$ cat src/rtl/rv_pc_pkg.sv
// Shared definitions for the RV32I program-counter unit: FSM encodings,
// default vectors and the alignment-mask helper.
package rv_pc_pkg;

    typedef enum logic [1:0] {
        ST_BOOT = 2'd0,
        ST_RUN  = 2'd1,
        ST_HALT = 2'd2
    } pc_state_e;

    localparam logic [31:0] DEF_RESET_VEC = 32'h0000_0000;
    localparam logic [31:0] DEF_TRAP_VEC  = 32'h0000_0100;
    localparam int          DEF_IALIGN    = 4;

    // IALIGN=2 (compressed-capable) only needs bit 0 clear; otherwise bits [1:0].
    function automatic logic [1:0] align_mask_f(input int ialign);
        return (ialign == 2) ? 2'b01 : 2'b11;
    endfunction

    localparam logic [1:0] ALIGN_MASK = align_mask_f(DEF_IALIGN);

endpackage

$ cat src/rtl/pc_next_sel.sv
// Next-PC priority mux with redirect-target alignment check (purely combinational).
module pc_next_sel
    import rv_pc_pkg::*;
#(
    parameter int              XLEN     = 32,
    parameter logic [XLEN-1:0] TRAP_VEC = DEF_TRAP_VEC,
    parameter int              IALIGN   = DEF_IALIGN
) (
    input  logic [XLEN-1:0] i_pc,
    input  logic [XLEN-1:0] i_pc_plus4,
    input  logic            i_stall,
    input  logic            i_br_taken,
    input  logic [XLEN-1:0] i_br_target,
    input  logic            i_jmp,
    input  logic [XLEN-1:0] i_jmp_target,
    input  logic            i_trap,
    input  logic            i_mret,
    input  logic [XLEN-1:0] i_epc_in,
    output logic [XLEN-1:0] o_next_pc,
    output logic            o_misalign,
    output logic [XLEN-1:0] o_target,
    output logic            o_retire
);

    localparam logic [1:0] MASK = align_mask_f(IALIGN);

    logic            w_redirect;
    logic [XLEN-1:0] w_target;

    always_comb begin
        w_redirect = 1'b0;
        w_target   = '0;
        o_next_pc  = i_pc_plus4;
        o_misalign = 1'b0;
        o_retire   = 1'b1;

        if (i_trap) begin
            o_next_pc = TRAP_VEC;
            o_retire  = 1'b0;
        end else if (i_mret) begin
            w_redirect = 1'b1;
            w_target   = i_epc_in;
        end else if (i_jmp) begin
            w_redirect = 1'b1;
            w_target   = i_jmp_target;
        end else if (i_br_taken) begin
            w_redirect = 1'b1;
            w_target   = i_br_target;
        end else if (i_stall) begin
            o_next_pc = i_pc;
            o_retire  = 1'b0;
        end

        // A misaligned redirect behaves like a trap: vector away, no retire.
        if (w_redirect) begin
            if ((w_target[1:0] & MASK) != 2'b00) begin
                o_next_pc  = TRAP_VEC;
                o_misalign = 1'b1;
                o_retire   = 1'b0;
            end else begin
                o_next_pc = w_target;
            end
        end
    end

    assign o_target = w_target;

endmodule

$ cat src/rtl/pc_unit.sv
// Program-counter unit: fetch-address register, BOOT/RUN/HALT control FSM,
// misalignment reporting and retired-instruction counter.
module pc_unit
    import rv_pc_pkg::*;
#(
    parameter int              XLEN      = 32,
    parameter logic [XLEN-1:0] RESET_VEC = DEF_RESET_VEC,
    parameter logic [XLEN-1:0] TRAP_VEC  = DEF_TRAP_VEC,
    parameter int              IALIGN    = DEF_IALIGN,
    parameter int              CNT_W     = 64
) (
    input  logic             i_clk,
    input  logic             i_rst,
    input  logic             i_stall,
    input  logic             i_br_taken,
    input  logic [XLEN-1:0]  i_br_target,
    input  logic             i_jmp,
    input  logic [XLEN-1:0]  i_jmp_target,
    input  logic             i_trap,
    input  logic             i_mret,
    input  logic [XLEN-1:0]  i_epc_in,
    input  logic             i_halt_req,
    input  logic             i_resume,
    output logic [XLEN-1:0]  o_pc,
    output logic [XLEN-1:0]  o_pc_plus4,
    output logic             o_fetch_valid,
    output logic             o_misalign_exc,
    output logic [XLEN-1:0]  o_misalign_addr,
    output logic [CNT_W-1:0] o_retired_cnt,
    output logic [1:0]       o_state
);

    pc_state_e        r_state;
    pc_state_e        w_state_next;
    logic [XLEN-1:0]  r_pc;
    logic [CNT_W-1:0] r_cnt;
    logic             r_mexc;
    logic [XLEN-1:0]  r_maddr;

    logic [XLEN-1:0]  w_pc_plus4;
    logic [XLEN-1:0]  w_next_pc;
    logic [XLEN-1:0]  w_target;
    logic             w_misalign;
    logic             w_retire;
    logic             w_run;

    assign w_pc_plus4 = r_pc + XLEN'(4);
    assign w_run      = (r_state == ST_RUN);

    pc_next_sel #(
        .XLEN     (XLEN),
        .TRAP_VEC (TRAP_VEC),
        .IALIGN   (IALIGN)
    ) u_next_sel (
        .i_pc         (r_pc),
        .i_pc_plus4   (w_pc_plus4),
        .i_stall      (i_stall),
        .i_br_taken   (i_br_taken),
        .i_br_target  (i_br_target),
        .i_jmp        (i_jmp),
        .i_jmp_target (i_jmp_target),
        .i_trap       (i_trap),
        .i_mret       (i_mret),
        .i_epc_in     (i_epc_in),
        .o_next_pc    (w_next_pc),
        .o_misalign   (w_misalign),
        .o_target     (w_target),
        .o_retire     (w_retire)
    );

    always_comb begin
        w_state_next = r_state;
        case (r_state)
            ST_BOOT: w_state_next = ST_RUN;
            ST_RUN:  if (i_halt_req) w_state_next = ST_HALT;
            ST_HALT: if (i_resume)   w_state_next = ST_RUN;
            default: w_state_next = ST_BOOT;
        endcase
    end

    always_ff @(posedge i_clk or negedge i_rst) begin
        if (!i_rst) begin
            r_state <= ST_BOOT;
        end else begin
            r_state <= w_state_next;
        end
    end

    // Only RUN cycles update pc/counter; the halt-entry cycle still does.
    always_ff @(posedge i_clk or negedge i_rst) begin
        if (!i_rst) begin
            r_pc    <= RESET_VEC;
            r_cnt   <= '0;
            r_mexc  <= 1'b0;
            r_maddr <= '0;
        end else begin
            r_mexc <= 1'b0;
            if (w_run) begin
                r_pc   <= w_next_pc;
                r_mexc <= w_misalign;
                if (w_retire) begin
                    r_cnt <= r_cnt + CNT_W'(1);
                end
                if (w_misalign) begin
                    r_maddr <= w_target;
                end
            end
        end
    end

    assign o_pc            = r_pc;
    assign o_pc_plus4      = w_pc_plus4;
    assign o_fetch_valid   = w_run;
    assign o_misalign_exc  = r_mexc;
    assign o_misalign_addr = r_maddr;
    assign o_retired_cnt   = r_cnt;
    assign o_state         = r_state;

endmodule

$ cat config.mk
export PLATFORM = sky130hd
export DESIGN_NAME = pc_unit
export DESIGN_NICKNAME = d
export VERILOG_FILES = /design/src/rtl/rv_pc_pkg.sv /design/src/rtl/pc_next_sel.sv /design/src/rtl/pc_unit.sv
export SDC_FILE = /design/constraint.sdc
export NUM_CORES = 1
export LEC_CHECK = 0
export ABC_AREA = 1
export BUFFER_PORTS_ARGS = -buffer_cell sky130_fd_sc_hd__buf_2
export CORE_MARGIN = 2
export CORE_UTILIZATION = 55
export DETAILED_ROUTE_END_ITERATION = 16
export PLACE_DENSITY = 0.85
export SLEW_MARGIN = 40
export SYNTH_ARGS = -nofsm -noshare
export SYNTH_HDL_FRONTEND = slang
export SYNTH_HIERARCHICAL = 1
export SYNTH_SLANG_ARGS = --single-unit
export TNS_END_PERCENT = 10
$ cat constraint.sdc
create_clock -name i_clk -period 4.2 [get_ports i_clk]
set_input_delay 0.42 -clock i_clk [delete_from_list [all_inputs] [get_ports i_clk]]
set_output_delay 0.42 -clock i_clk [all_outputs]
set_load 0.005 [all_outputs]
==> results of run 1 <==
## cells by family (layout without fill, tap and decap cells)
logic type | after synthesis | count (layout) | synth area share
XOR/XNOR | 70 | 70 | 0.07071
buffers and inverters | 145 | 404 | 0.07128
other | 0 | 1 | 0
flip-flops | 131 | 131 | 0.3781
adder cells (fa/ha/maj) | 2 | 2 | 0.002886
AO/OA/AOI/OAI | 140 | 140 | 0.09827
AND/OR/NAND/NOR | 729 | 729 | 0.3788
## flip-flops by register name, summed over array words and instances, names as in the netlist
signal and cells:
o_retired_cnt 64, o_misalign_addr 32, o_pc 32, o_state 2, o_misalign_exc 1
## through the flow
stage | util | setup slack [ns] | hold WS, ns
floorplan | - | 2.067 | 0.1244
global placement | 0.6578 | 1.281 | 0.4580
detailed placement | 0.6580 | 1.114 | 0.4597
CTS | 0.6975 | 1.346 | 0.1036
global route | 0.6999 | 1.209 | 0.2139
finish | 0.7001 | 1.295 | 0.1998
## report_power, final
part	total (mW)	internal (mW)	switching, mW	leakage (nW)
registers	1.94	1.58	0.360	1.73
logic	1.70	0.681	1.02	3.57
clock network	1.53	0.974	0.559	0.296
total	5.18	3.24	1.94	5.60
## synth_stat cells (2+ instances only)
cell type / count
a21oi_1: 53
a21oi_2: 10
and2_1: 2
buf_1: 2
buf_2: 20
buf_4: 5
buf_6: 2
clkbuf_1: 17
clkbuf_2: 3
dfrtp_1: 131
ha_1: 2
inv_1: 87
inv_2: 8
nand2_1: 413
nand2_2: 8
nand2_4: 2
nand3_1: 87
nand3_2: 2
nand3b_1: 2
nand4_1: 29
nor2_1: 100
nor2_2: 11
nor2_4: 9
nor2_8: 2
nor3_1: 16
nor3_2: 4
nor3b_1: 4
nor4_1: 2
o2111ai_1: 29
o21ai_0: 46
o21bai_1: 2
or2_0: 7
or2_2: 24
xnor2_1: 33
xor2_1: 37
## how the worst max path moves through the flow
| stage | end | startpoint | slack, ns | depth (start not counted) |
|---|---|---|---|---|
| after floorplan | o_retired_cnt[21] | i_mret | 2.07 | 16 |
| after global placement | o_retired_cnt[21] | i_jmp | 1.28 | 16 |
| after detailed placement | o_retired_cnt[25] | i_jmp | 1.11 | 14 |
| after CTS | o_pc_plus4[26] | o_pc[3] | 1.35 | 7 |
| after global routing | o_pc_plus4[26] | o_pc[2] | 1.21 | 7 |
| final | o_pc_plus4[26] | o_pc[3] | 1.29 | 7 |
## layer usage
metal / up-vias / share of wire
met2: 525 / 0.47
met1: 4507 / 0.41
met5: - / 0
met4: 0 / 0.032
met3: 81 / 0.090
li1: 4429 / -
## final cells by class
cell class	instances	area share
inverter	95	0.03326
sequential	131	0.3058
multi-input combinational	941	0.4453
tap	211	0.02462
clock inverter	10	0.01214
antenna	1	0.0002334
timing repair buffer	277	0.1344
clock buffer	22	0.04423
==> flow_summary.json, run 1 <==
{
  "htreeDepth": 4,
  "gp_congestion": 0.9897,
  "antenna_found_initial": 0,
  "die_y_um": 129.6,
  "clk_pin_slew_ns": 0.05,
  "drive_gt1_frac": 0.2636,
  "final_cell_mix": "nand2_1, buf_2, dfrtp_1",
  "irDropWorstVdd_mv": 0.6508,
  "drt_iter0_drc": 1091,
  "worst_pin_slew_ns": 0.7447,
  "powerDensity_nw_per_um2": 483.2,
  "syn_inst": 1217,
  "regArea_um2": 3278,
  "fin_area_um2": 10720,
  "fin_crit_sh": 0.6917,
  "cts_buffers": 17,
  "busiest_layer": "met2",
  "cp.required_ns": 3.78,
  "crit_family": "simple AND/OR/NAND/NOR gates",
  "fin_skew_ns": 0.006094,
  "grt_pass1_wl_um": 44770,
  "grt_max_degree": 112,
  "endpoint_kind": "primary output",
  "syn2layout_area_growth_pct": 23.65,
  "dp.cells": 1653,
  "vias": 9542,
  "core_area_um2": 15310,
  "hpwl_um": 20920,
  "cts_max_path_buffers": 2,
  "final_nets": 1570,
  "met1_usage": 0.4387,
  "maxSlewHeadroom": 0.5023,
  "io_pins": 269,
  "num-fill-cells": 1335,
  "synth_flop_cell": "dfrtp_1",
  "crit_fanout": 5,
  "yosysTopAreaCellShare": 0.3781,
  "synthArstFlopShare": 1.000,
  "grt.overflow.total": 0,
  "worstSkewPairLatency_ns": 0.43,
  "final_common_cell": "nand2_1",
  "fp.dieArea_um2": 16790,
  "cp.arrival_ns": 2.49,
  "leakage_nw": 5.595,
  "reg2regPathDepth": 10,
  "cts_setup_buffers": 0,
  "drt-pass1-iter-count": 7,
  "start_kind": "flop",
  "rrSetupSlack_ns": 1.87,
  "grt_use_met3": 0.08010,
  "whs_path_depth": 2,
  "r2r_start": "o_pc[3]",
  "worstHoldPathType": "in -> reg",
  "drc": 0,
  "ys_types": 41,
  "crit_slowest_cell": "dfrtp_1",
  "ctsResizeCount": 0,
  "setup_viol": 0,
  "synth-edff-count": 0,
  "hold_viol": 0,
  "multiInputGateArea_um2": 4775,
  "cts_tree": "yes",
  "worstHoldStart": "i_halt_req",
  "routed_wl_um": 29010,
  "timing.setup.tns_ns": 0,
  "initial_utilization": 0.5662,
  "path_cells": "ha_1 > nand3_2 > or2_4 > nor2_1 > nand4_1 > xnor2_1 > buf_2",
  "finalPower_mw": 5.181,
  "row_count": 45,
  "drt-vias-per-instance": 5.653,
  "r2r-end": "o_pc[26]",
  "grt_setup_unrepaired": "no",
  "hold_end": "o_state[0]",
  "portBuffers": 268,
  "status": "finished, final reports clean",
  "synth_fp_nets": 1324,
  "grtUsageMet2": 0.5550,
  "timing_max_transition_violations_final": 0,
  "root_buffer": "clkbuf_16",
  "timing.fmax_mhz": 344.2,
  "place_area_um2": 10080,
  "stdcell_count": 1688,
  "grt_usage": 0.3418,
  "cts.hold.buffers_added": 0,
  "grt_pass1_vias": 8796,
  "critPathKind": "reg -> out",
  "drv_cap": 0,
  "yosysWarnings": 6,
  "critPathBufInv": 1,
  "yosys_register_bits": 131,
  "layout_min_cycle_time_ns": 2.905,
  "final_antenna_net_count": 0,
  "syn_avg_cell_area_um2": 7.125,
  "routedWlPerCell_um": 17.18,
  "seq_area_frac_synth": 0.3781,
  "synth_area_leaders": "dfrtp_1, nand2_1, nand3_1",
  "clock-sinks": 131,
  "die_w_um": 129.6,
  "synth_area_leader_cell": "dfrtp_1",
  "syn_area_um2": 8671,
  "cpPeakStageDelay_ns": 0.43
}
Power figures use the tool's default switching activity.
==> run 2: changes to the inputs <==
--- a/config.mk
+++ b/config.mk
@@ -8,9 +8,9 @@
 export ABC_AREA = 1
 export BUFFER_PORTS_ARGS = -buffer_cell sky130_fd_sc_hd__buf_2
 export CORE_MARGIN = 2
-export CORE_UTILIZATION = 55
+export CORE_UTILIZATION = 47
 export DETAILED_ROUTE_END_ITERATION = 16
-export PLACE_DENSITY = 0.85
+export PLACE_DENSITY = 0.77
 export SLEW_MARGIN = 40
 export SYNTH_ARGS = -nofsm -noshare
 export SYNTH_HDL_FRONTEND = slang
==> constraint.sdc (replaced) <==
create_clock -name i_clk -period 2.63 [get_ports i_clk]
set_input_delay 0.263 -clock i_clk [delete_from_list [all_inputs] [get_ports i_clk]]
set_output_delay 0.263 -clock i_clk [all_outputs]
set_load 0.005 [all_outputs]
==> run 2 against run 1 <==
Effect of this change: critical path depth increased by 1; via count decreased by 2.8%; clock skew increased by 0.0040 ns; worst setup slack got worse by 1.2 ns.
==> flow_summary.json, run 2 (synthesis gave the netlist of run 1 again) <==
{
  "fp.dieArea_um2": 19550,
  "grt_pass1_wl_um": 45870,
  "cpPeakStageDelay_ns": 0.46,
  "start_kind": "flop",
  "cts_buffers": 17,
  "drv_cap": 0,
  "critPathBufInv": 1,
  "die_y_um": 139.8,
  "row_count": 49,
  "final_common_cell": "nand2_1",
  "final_nets": 1578,
  "htreeDepth": 4,
  "clk_pin_slew_ns": 0.06,
  "cp.arrival_ns": 2.26,
  "vias": 9279,
  "initial_utilization": 0.4810,
  "root_buffer": "clkbuf_16",
  "fin_crit_sh": 0.9597,
  "place_area_um2": 10160,
  "routed_wl_um": 28460,
  "largest_register_ffs": 64,
  "worst_pin_slew_ns": 0.6834,
  "powerDensity_nw_per_um2": 769.9,
  "hold_viol": 0,
  "drc": 0,
  "cts_max_path_buffers": 2,
  "core_area_um2": 18020,
  "grt_usage": 0.2917,
  "worstHoldPathType": "in -> reg",
  "drt-pass1-iter-count": 5,
  "r2r_start": "o_pc[3]",
  "fin_area_um2": 10820,
  "crit_family": "simple AND/OR/NAND/NOR gates",
  "grt.overflow.total": 0,
  "grt_max_degree": 59,
  "cp.required_ns": 2.37,
  "hpwl_um": 21690,
  "critPathKind": "reg -> out",
  "gp_congestion": 0.9552,
  "final_cell_mix": "nand2_1, buf_2, dfrtp_1",
  "timing.fmax_mhz": 396.2,
  "final_antenna_net_count": 0,
  "irDropWorstVdd_mv": 0.9279,
  "timing.setup.tns_ns": 0,
  "layout_min_cycle_time_ns": 2.524,
  "fin_skew_ns": 0.01014,
  "status": "finished, final reports clean",
  "path_cells": "ha_4 > nand3_4 > or2_4 > nor2_4 > nand3_2 > nor2_1 > xor2_1 > buf_2",
  "leakage_nw": 5.628,
  "whs_path_depth": 2,
  "drt-vias-per-instance": 5.414,
  "worstHoldStart": "i_halt_req",
  "timing_max_transition_violations_final": 0,
  "antenna_found_initial": 1,
  "setup_viol": 0,
  "rrSetupSlack_ns": 0.51,
  "hold_end": "o_state[0]",
  "reg2regPathDepth": 10,
  "drive_gt1_frac": 0.2716,
  "routedWlPerCell_um": 16.60,
  "num-fill-cells": 1702,
  "crit_fanout": 5,
  "io_pins": 269,
  "endpoint_kind": "primary output",
  "drt_iter0_drc": 864,
  "worstSkewPairLatency_ns": 0.43,
  "r2r-end": "o_pc[26]",
  "die_w_um": 139.8,
  "clock-sinks": 131,
  "syn2layout_area_growth_pct": 24.78,
  "grt_setup_unrepaired": "no",
  "maxSlewHeadroom": 0.5433,
  "portBuffers": 268,
  "cts_tree": "yes",
  "crit_slowest_cell": "dfrtp_1",
  "grt_pass1_vias": 8893
}
## run 2: area by class of cell
type | count | area [um^2] | area share
Timing Repair Buffer | 285 | 1490 | 0.1377
Antenna cell | 1 | 2.502 | 0.0002313
Inverter | 95 | 356.6 | 0.03296
Clock buffer | 17 | 425.4 | 0.03932
Clock inverter | 15 | 170.2 | 0.01573
Tap cell | 229 | 286.5 | 0.02648
Sequential cell | 131 | 3278 | 0.3030
Multi-Input combinational cell | 941 | 4810 | 0.4445
## run 2: power by group
part	switching (mW)	leakage, nW	internal, mW	total (mW)
clock network	0.998	0.288	1.42	2.42
logic	1.66	3.61	1.14	2.80
registers	0.582	1.73	2.53	3.11
total	3.24	5.63	5.09	8.33
## run 2: metal layers
metal  vias up  GRT usage  share of wire
li1       4459          -              -
met1      4295     0.3840           0.42
met2       449     0.4701           0.47
met3        76    0.05988          0.086
met4         0     0.1216          0.034
met5         -          0              0
## run 2: through the flow
step	hold slack [ns]	power, mW	worst slack, ns	utilization	cells
finish	0.05903	8.330	0.1061	0.6002	1714
global route	0.08869	8.819	0.001979	0.6002	1714
CTS	0.04100	8.311	0.02272	0.5975	1711
detailed placement	0.2222	5.868	0.1547	0.5637	1678
global placement	0.2280	5.810	0.2177	0.5637	1678
floorplan	-0.03259	4.445	0.6542	-	1217
## run 2: what timing repair did
| item | in CTS | in global routing |
|---|---|---|
| hold buffers | 1 | 0 |
| endpoints found under the setup margin | 2 | 5 |
| resized for setup | 1 | 5 |
| setup buffers | 0 | 2 |
| pin swaps | 0 | 0 |
| hold endpoints to repair | 44 | 0 |
## run 2: worst max-delay path by stage
| stage | depth (start not counted) | startpoint | slack (ns) | end |
|---|---|---|---|---|
| final | 8 | o_pc[3] | 0.11 | o_pc_plus4[24] |
| after global routing | 8 | o_pc[9] | 0.002 | o_pc_plus4[23] |
| after CTS | 7 | o_pc[2] | 0.02 | o_pc_plus4[20] |
| after detailed placement | 16 | i_mret | 0.15 | o_retired_cnt[21] |
| after global placement | 16 | i_mret | 0.22 | o_retired_cnt[21] |
| after floorplan | 16 | i_mret | 0.65 | o_retired_cnt[21] |
## run 2: worst register-to-register path: stages, from the launching register on
cell       delay (ns)
dfrtp_1          0.46
ha_4             0.19
nand3_4          0.12
or2_4            0.29
nor2_2           0.20
nand4_1          0.21
xnor2_2          0.19
o2111ai_1        0.18
nand2_1          0.07
nand2_1          0.06
nand2_1          0.04
